**src/rtl/mdu_mul_pipe_if.sv**
```systemverilog
// Request/response bundle for the pipelined multiplier. The master side issues
// ops and consumes results; the slave side is the multiplier itself.
interface mdu_mul_pipe_if #(
  parameter int DATA_W = 32,
  parameter int TAG_W  = 6
);
  logic              flush;
  logic              valid_i;
  logic              ready_o;
  logic [1:0]        op_i;
  logic [DATA_W-1:0] a_i;
  logic [DATA_W-1:0] b_i;
  logic [TAG_W-1:0]  tag_i;
  logic              valid_o;
  logic              ready_i;
  logic [DATA_W-1:0] data_o;
  logic [TAG_W-1:0]  tag_o;

  modport master (
    output flush, valid_i, op_i, a_i, b_i, tag_i, ready_i,
    input  ready_o, valid_o, data_o, tag_o
  );

  modport slave (
    input  flush, valid_i, op_i, a_i, b_i, tag_i, ready_i,
    output ready_o, valid_o, data_o, tag_o
  );
endinterface

```
**src/rtl/mdu_mul_pipe.sv**
```systemverilog
// LAT-stage pipelined RISC-V style multiplier (MUL/MULH/MULHU/MULHSU) with
// per-stage valid bits, collapsing bubbles, output back-pressure and flush.
module mdu_mul_pipe #(
  parameter int DATA_W = 32,
  parameter int TAG_W  = 6,
  parameter int LAT    = 3
) (
  input  logic           clk,
  input  logic           rst,
  mdu_mul_pipe_if.slave  bus
);
  localparam logic [1:0] OP_MUL   = 2'd0;
  localparam logic [1:0] OP_MULH  = 2'd1;
  localparam logic [1:0] OP_MULHU = 2'd2;

  if (LAT < 2 || LAT > 6) begin : g_lat_chk
    $error("mdu_mul_pipe: LAT must be in 2..6");
  end

  logic [LAT:1]                vld_pipe;
  logic [LAT:0]                move;
  logic [1:0]                  op_q   [1:LAT];
  logic [TAG_W-1:0]            tag_q  [1:LAT];
  logic [2*DATA_W-1:0]         prod_q [2:LAT];
  logic signed [DATA_W:0]      a_q, b_q;
  logic signed [2*DATA_W+1:0]  prod_full;
  logic                        sx_a, sx_b;
  logic                        unused_prod;

  // move[k]: stage k can hand its content on, i.e. some later stage is
  // empty or the consumer takes the head. Unrolled form of the ripple chain.
  assign move[LAT] = bus.ready_i;
  for (genvar k = 0; k < LAT; k++) begin : g_move
    assign move[k] = bus.ready_i | ~(&vld_pipe[LAT:k+1]);
  end

  assign bus.ready_o = move[0] & ~bus.flush & ~rst;

  assign sx_a = (bus.op_i != OP_MULHU);
  assign sx_b = (bus.op_i == OP_MUL) | (bus.op_i == OP_MULH);

  assign prod_full   = a_q * b_q;
  assign unused_prod = ^prod_full[2*DATA_W+1:2*DATA_W];

  always_ff @(posedge clk) begin
    if (rst || bus.flush) begin
      vld_pipe <= '0;
    end else begin
      if (move[0]) vld_pipe[1] <= bus.valid_i;
      for (int k = 2; k <= LAT; k++)
        if (move[k-1]) vld_pipe[k] <= vld_pipe[k-1];
    end
  end

  // Datapath carries no reset; validity is tracked solely by vld_pipe.
  always_ff @(posedge clk) begin
    if (move[0]) begin
      a_q      <= {sx_a & bus.a_i[DATA_W-1], bus.a_i};
      b_q      <= {sx_b & bus.b_i[DATA_W-1], bus.b_i};
      op_q[1]  <= bus.op_i;
      tag_q[1] <= bus.tag_i;
    end
    if (move[1]) begin
      prod_q[2] <= prod_full[2*DATA_W-1:0];
      op_q[2]   <= op_q[1];
      tag_q[2]  <= tag_q[1];
    end
    for (int k = 3; k <= LAT; k++) begin
      if (move[k-1]) begin
        prod_q[k] <= prod_q[k-1];
        op_q[k]   <= op_q[k-1];
        tag_q[k]  <= tag_q[k-1];
      end
    end
  end

  assign bus.valid_o = vld_pipe[LAT];
  assign bus.data_o  = !vld_pipe[LAT]       ? '0 :
                       (op_q[LAT] == OP_MUL) ? prod_q[LAT][DATA_W-1:0]
                                             : prod_q[LAT][2*DATA_W-1:DATA_W];
  assign bus.tag_o   = vld_pipe[LAT] ? tag_q[LAT] : '0;
endmodule

```
**src/flat_wrapper.sv**
```systemverilog
// flat-port wrapper written by rule: the top's interface ports become plain ports
module mdu_mul_pipe_flat 
#(
  parameter int DATA_W = 32,
  parameter int TAG_W  = 6,
  parameter int LAT    = 3
)
  (clk, rst, bus_flush, bus_valid_i, bus_op_i, bus_a_i, bus_b_i, bus_tag_i, bus_ready_i, bus_ready_o, bus_valid_o, bus_data_o, bus_tag_o);
  mdu_mul_pipe_if #(.DATA_W(DATA_W), .TAG_W(TAG_W)) bus_i ();
  input  logic clk;
  input  logic rst;
  input wire logic [$bits(bus_i.flush)-1:0] bus_flush;
  input wire logic [$bits(bus_i.valid_i)-1:0] bus_valid_i;
  input wire logic [$bits(bus_i.op_i)-1:0] bus_op_i;
  input wire logic [$bits(bus_i.a_i)-1:0] bus_a_i;
  input wire logic [$bits(bus_i.b_i)-1:0] bus_b_i;
  input wire logic [$bits(bus_i.tag_i)-1:0] bus_tag_i;
  input wire logic [$bits(bus_i.ready_i)-1:0] bus_ready_i;
  output wire logic [$bits(bus_i.ready_o)-1:0] bus_ready_o;
  output wire logic [$bits(bus_i.valid_o)-1:0] bus_valid_o;
  output wire logic [$bits(bus_i.data_o)-1:0] bus_data_o;
  output wire logic [$bits(bus_i.tag_o)-1:0] bus_tag_o;
  assign bus_i.flush = bus_flush;
  assign bus_i.valid_i = bus_valid_i;
  assign bus_i.op_i = bus_op_i;
  assign bus_i.a_i = bus_a_i;
  assign bus_i.b_i = bus_b_i;
  assign bus_i.tag_i = bus_tag_i;
  assign bus_i.ready_i = bus_ready_i;
  assign bus_ready_o = bus_i.ready_o;
  assign bus_valid_o = bus_i.valid_o;
  assign bus_data_o = bus_i.data_o;
  assign bus_tag_o = bus_i.tag_o;
  mdu_mul_pipe #(.DATA_W(DATA_W), .TAG_W(TAG_W), .LAT(LAT)) u_core (.clk(clk), .rst(rst), .bus(bus_i));
endmodule
```
**config.mk**
```make
export PLATFORM = sky130hd
export DESIGN_NAME = mdu_mul_pipe_flat
export DESIGN_NICKNAME = d
export VERILOG_FILES = /design/src/rtl/mdu_mul_pipe_if.sv /design/src/rtl/mdu_mul_pipe.sv /design/src/flat_wrapper.sv
export SDC_FILE = /design/constraint.sdc
export NUM_CORES = 2
export LEC_CHECK = 0
export BUFFER_PORTS_ARGS = -buffer_cell sky130_fd_sc_hd__buf_2
export CELL_PAD_IN_SITES_DETAIL_PLACEMENT = 2
export CELL_PAD_IN_SITES_GLOBAL_PLACEMENT = 2
export CORE_MARGIN = 10
export CORE_UTILIZATION = 47
export DETAILED_ROUTE_END_ITERATION = 6
export MAX_ROUTING_LAYER = met4
export PLACE_DENSITY_LB_ADDON = 0.2
export SLEW_MARGIN = 40
export SYNTH_ARGS = -nofsm -noshare
export SYNTH_HDL_FRONTEND = slang
export SYNTH_SLANG_ARGS = --single-unit
export TNS_END_PERCENT = 20
```
**constraint.sdc**
```tcl
create_clock -name clk -period 21.4 [get_ports clk]
set_clock_uncertainty 0.05 [all_clocks]
set_input_delay 1.07 -clock clk [delete_from_list [all_inputs] [get_ports clk]]
set_output_delay 1.07 -clock clk [all_outputs]
set_load 0.02 [all_outputs]
```
## Word level (Yosys, flattened, before mapping)

Memories as Yosys holds them, arrays and structs flattened.
Cells that the tools add are included.

| operators by class | value |
|---|---|
| multiply operators | 1 |
| equal/unequal tests | 2 |
| multiplexer cells | 9 |
| reduce and logical (&&, ||, !) cells | 5 |
| bitwise gates (word level) | 13 |

Operator list:

| kind | number |
|---|---|
| $mul 33x33->64 | 1 |
| $mux 32 | 2 |
| $mux 1 | 6 |
| $mux 6 | 1 |
| $not 1->1 | 5 |
| $and 1x1->1 | 4 |
| $logic_not 2->1 | 2 |
| $or 1x1->1 | 4 |
| $reduce_and 3->1 | 1 |
| $eq 2x1->1 const B | 1 |
| $ne 2x2->1 const B | 1 |
| $reduce_and 2->1 | 1 |
| $logic_or 1x1->1 | 1 |

| storage, ports and cells | value |
|---|---|
| output and inout bits | 40 |
| RAM bits | 152 |
| memories | 3 |
| logic and storage cells | 38 |
| register bits after elaboration | 69 |

Memory list:

| memory | depth | bits a word | read ports | clocked after memory_dff | write ports | line | RTL |
|---|---|---|---|---|---|---|---|
| u_core.prod_q | 2 | 64 | 2 | 0 | 2 | mdu_mul_pipe.sv:24 | `logic [2*DATA_W-1:0] prod_q [2:LAT];` |
| u_core.tag_q | 3 | 6 | 3 | 0 | 3 | mdu_mul_pipe.sv:23 | `logic [TAG_W-1:0] tag_q [1:LAT];` |
| u_core.op_q | 3 | 2 | 3 | 0 | 3 | mdu_mul_pipe.sv:22 | `logic [1:0] op_q [1:LAT];` |

## Longest topological paths before layout

| logic depth | value |
|---|---|
| depth after elaboration | 5 |
| mapped depth | 28 |

## Least setup slack after synthesis

OpenSTA, ideal clock, no wires.

| timing | value |
|---|---|
| kind | register to register |
| start point | register u_core.a_q[32] |
| end point | register u_core.prod_q[1][63] (netlist name) |
| stages on the path, launching flop included | 23 |
| arrival time | 7.462 ns |
| setup slack | 13.628 ns |
| library setup time | 0.260 ns |
| buffers on the path | 1 |
| cells stage by stage | edfxtp_1 clkbuf_1 nand2_1 inv_1 fa_1 fa_1 fa_1 inv_1 fa_1 inv_1 fa_1 fa_1 fa_1 fa_1 ha_1 and4_1 nand3_1 a21oi_1 nand2_1 a41o_1 a31oi_1 a41oi_1 xnor2_1 |

RTL lines:

| what | line | RTL |
|---|---|---|
| start, declared | mdu_mul_pipe.sv:25 | `logic signed [DATA_W:0] a_q, b_q;` |
| start signal, assigned | mdu_mul_pipe.sv:58 | `a_q <= {sx_a & bus.a_i[DATA_W-1], bus.a_i};` |

==> results.md <==
- Yosys warns: 0
- Unique masters post-synth: 61
- Pre-Repair DR Iteration Count: 5
- Cell area after synthesis: 45600 um2
- Die width: approximately 330 um
- Data arrival time of the worst path: 9.90 ns
- Worst Setup Start Kind: flip-flop
- Clock Latency Late Sink: 0.64 ns
- Run status: complete, no violations
- Final Routed Wirelength: around 170 mm
- Commonest non-fill, non-tap cells in the layout: sky130_fd_sc_hd__fa_1 (1124), sky130_fd_sc_hd__inv_1 (1093), sky130_fd_sc_hd__nand2_1 (632)
- Fmax: 104 MHz
- Post-CTS clock slew at the launch and capture registers of the worst setup and hold paths: 0.08 ns
- CTS-repair resized insts: 0
- Crit path capture type: flip-flop
- TritonCTS Buffers: 29
- Seq/Total Area, Yosys: 14.5%
- Detailed-route vias per instance: 5.62
- Area overhead of the layout relative to synthesis: 6.30%
- Maximum net fanout on the critical path: 19
- Number of design-rule violations left by the first detailed-router iteration: approximately 2200
- Starting utilization of the core area: a little under half
- Crit path kind: reg -> reg
- Number of nets produced by synthesis: 5931
- Routed Antenna Nets: 0
- TNS Setup: 0 ns
- Final period demand of the worst path: 9.58 ns
- Max-Cap Viols: 0
- Worst rel slew slack: 40.4%
- Maximum clock path buffer count: 3
- Count of state elements after synthesis: 221
- Max-slew violation count: 0
- Post-CTS Hold Fix Bufs: 0
- Root buffer cell: sky130_fd_sc_hd__clkbuf_16
- Placeable core region: 96400 um2
- Unrepaired setup endpoints after global routing: false
- DRC: 0
- Pin slew with the least headroom to its limit: 0.871 ns
- Final setup violating endpoints: 0
- Setup Fix Bufs, Post-CTS: 0
- Largest net degree at the start of global routing: 73
- Via total after detailed routing: 32600
- Most common library cell in the layout ignoring fill and taps: sky130_fd_sc_hd__fa_1
- Number of enable flip-flop cells after synthesis: 218
- Floorplan die height: 332 um
- DR WL/cell: approximately 29 um
- Antenna violations before repair: 1
- Fraction of final layout cells with drive strength greater than 1: 5.45%
- Final Hold Slack: about 0.36 ns
- Number of hold violations in the final report: 0
- Share of flip-flops with an asynchronous set or reset: 0%
- Period utilization: 44.8%
- Main synth FF type: sky130_fd_sc_hd__edfxtp_1
- Final #Nets: 5924
- Total I/O pin count: about 120
- Endpoint required time on the critical path: 21.73 ns
- IO buf count: 116
- Number of clock sinks: 221
- Mean Syn Cell Area: 10.1 um2
- Via count of the first global-routing pass: 41300
- Final RePlAce weighted congestion: 0.874
- Wire length of the first global-routing pass: between 200 and 300 mm
- Tot GR Track Use: 31.3%
- Standard-cell rows: 114
- GRT Residual Overflow: 0
- Floorplan die area: 110000 um2
- Number of instances in the synthesized netlist: 4517
- TritonCTS clock tree: yes
- H-tree depth reported by CTS: 1
- Post-DP HPWL: 133 mm
- Filler Cell Count: 9969
- Path class of the lowest-slack min-delay path: reg -> reg
-- layer usage --
layer  up-vias  GRT usage (%)  part of all wire (%)
li1      13100              -                     -
met3       528           3.40                   4.1
met1     17800           33.9                    36
met2      1164           57.0                    54
met5         -              -                     0
met4         0           14.7                   5.6
-- cells by family after synthesis --
family,after synthesis,synth area share (%)
AO/OA/AOI/OAI,236,3.45
XOR/XNOR,71,1.36
adder cells (fa/ha/maj),1337,55.2
buffers and inverters,1320,10.9
flip-flops,221,14.5
multiplexers,2,0.0466
AND/OR/NAND/NOR,1330,14.6
-- area by class of cell --
type | instances | area (um2) | area share [%]
well taps | 1276 | 1600 | 3.29
flip-flops and latches | 221 | 6610 | 13.6
clock buffers | 31 | 733 | 1.51
inverters | 1095 | 4110 | 8.48
diodes | 1 | 2.50 | 0.00516
clock inverters | 21 | 234 | 0.483
multi-input cells | 2976 | 34100 | 70.3
repair buffers | 187 | 1120 | 2.32
-- flip-flops by register name (all words and copies together) (netlist names) --
name	flops
u_core.tag_q	18
u_core.op_q	6
u_core.prod_q	128
u_core.b_q	33
u_core.a_q	33
u_core.vld_pipe	3
-- stage by stage --
| step | setup WS, ns | area (um2) | util (%) | instances |
|---|---|---|---|---|
| CTS | 11.89 | 48500 | 50.3 | 5807 |
| global placement | 12.32 | 47500 | 49.2 | 5754 |
| detailed placement | 11.96 | 47500 | 49.3 | 5755 |
| floorplan | 13.63 | 45600 | - | 4517 |
| global route | 11.50 | 48500 | 50.3 | 5808 |
| finish | 11.82 | 48500 | 50.3 | 5808 |
-- synthesized netlist by cell type (all sizes together), types with 11 or more instances --
| cell type | count | area share (%) |
|---|---|---|
| xnor2 | 49 | 0.94 |
| edfxtp | 218 | 14 |
| and2 | 554 | 7.6 |
| a21oi | 67 | 0.74 |
| inv | 1095 | 9.0 |
| nor2b | 31 | 0.43 |
| o21bai | 11 | 0.18 |
| xor2 | 22 | 0.42 |
| a21boi | 38 | 0.63 |
| fa | 1125 | 49 |
| o211ai | 12 | 0.20 |
| nor2 | 33 | 0.27 |
| and3 | 13 | 0.18 |
| o21ai | 38 | 0.42 |
| nand2 | 633 | 5.2 |
| a21o | 22 | 0.36 |
| clkbuf | 221 | 1.8 |
| nand2b | 14 | 0.19 |
| ha | 212 | 5.8 |
-- final timing paths --
| check | start | endpoint | slack (ns) | cells past startpoint |
|---|---|---|---|---|
| worst max-delay path | u_core.b_q[3] | u_core.prod_q[1][63] | 11.82 | 23 |
| worst min-delay path | u_core.prod_q[1][28] | u_core.prod_q[1][92] | 0.36 | 0 |
| worst max register to register | u_core.b_q[3] | u_core.prod_q[1][63] | 11.82 | 23 |
| worst min register to register | u_core.prod_q[1][28] | u_core.prod_q[1][92] | 0.36 | 0 |
-- critical path: stages, from the launching register on --
cell	delay (ns)
sky130_fd_sc_hd__edfxtp_1	0.73
sky130_fd_sc_hd__buf_4	0.40
sky130_fd_sc_hd__nand2_1	0.17
sky130_fd_sc_hd__inv_1	0.22
sky130_fd_sc_hd__fa_1	0.52
sky130_fd_sc_hd__fa_1	0.54
sky130_fd_sc_hd__fa_2	0.81
sky130_fd_sc_hd__inv_1	0.19
sky130_fd_sc_hd__fa_1	1.01
sky130_fd_sc_hd__inv_1	0.35
sky130_fd_sc_hd__fa_1	0.54
sky130_fd_sc_hd__fa_1	0.54
sky130_fd_sc_hd__fa_1	0.54
sky130_fd_sc_hd__inv_1	0.08
sky130_fd_sc_hd__fa_1	0.50
sky130_fd_sc_hd__inv_1	0.05
sky130_fd_sc_hd__ha_1	0.43
sky130_fd_sc_hd__o21a_1	0.17
sky130_fd_sc_hd__nor2_1	0.06
sky130_fd_sc_hd__nor4_1	0.25
sky130_fd_sc_hd__o21ai_1	0.18
sky130_fd_sc_hd__a31oi_1	0.50
sky130_fd_sc_hd__a41oi_1	0.26
sky130_fd_sc_hd__xnor2_1	0.19
Power is left out: the tool's default activity adds up to more than one toggle a clock period on the data nets, which glitch-free logic cannot reach.
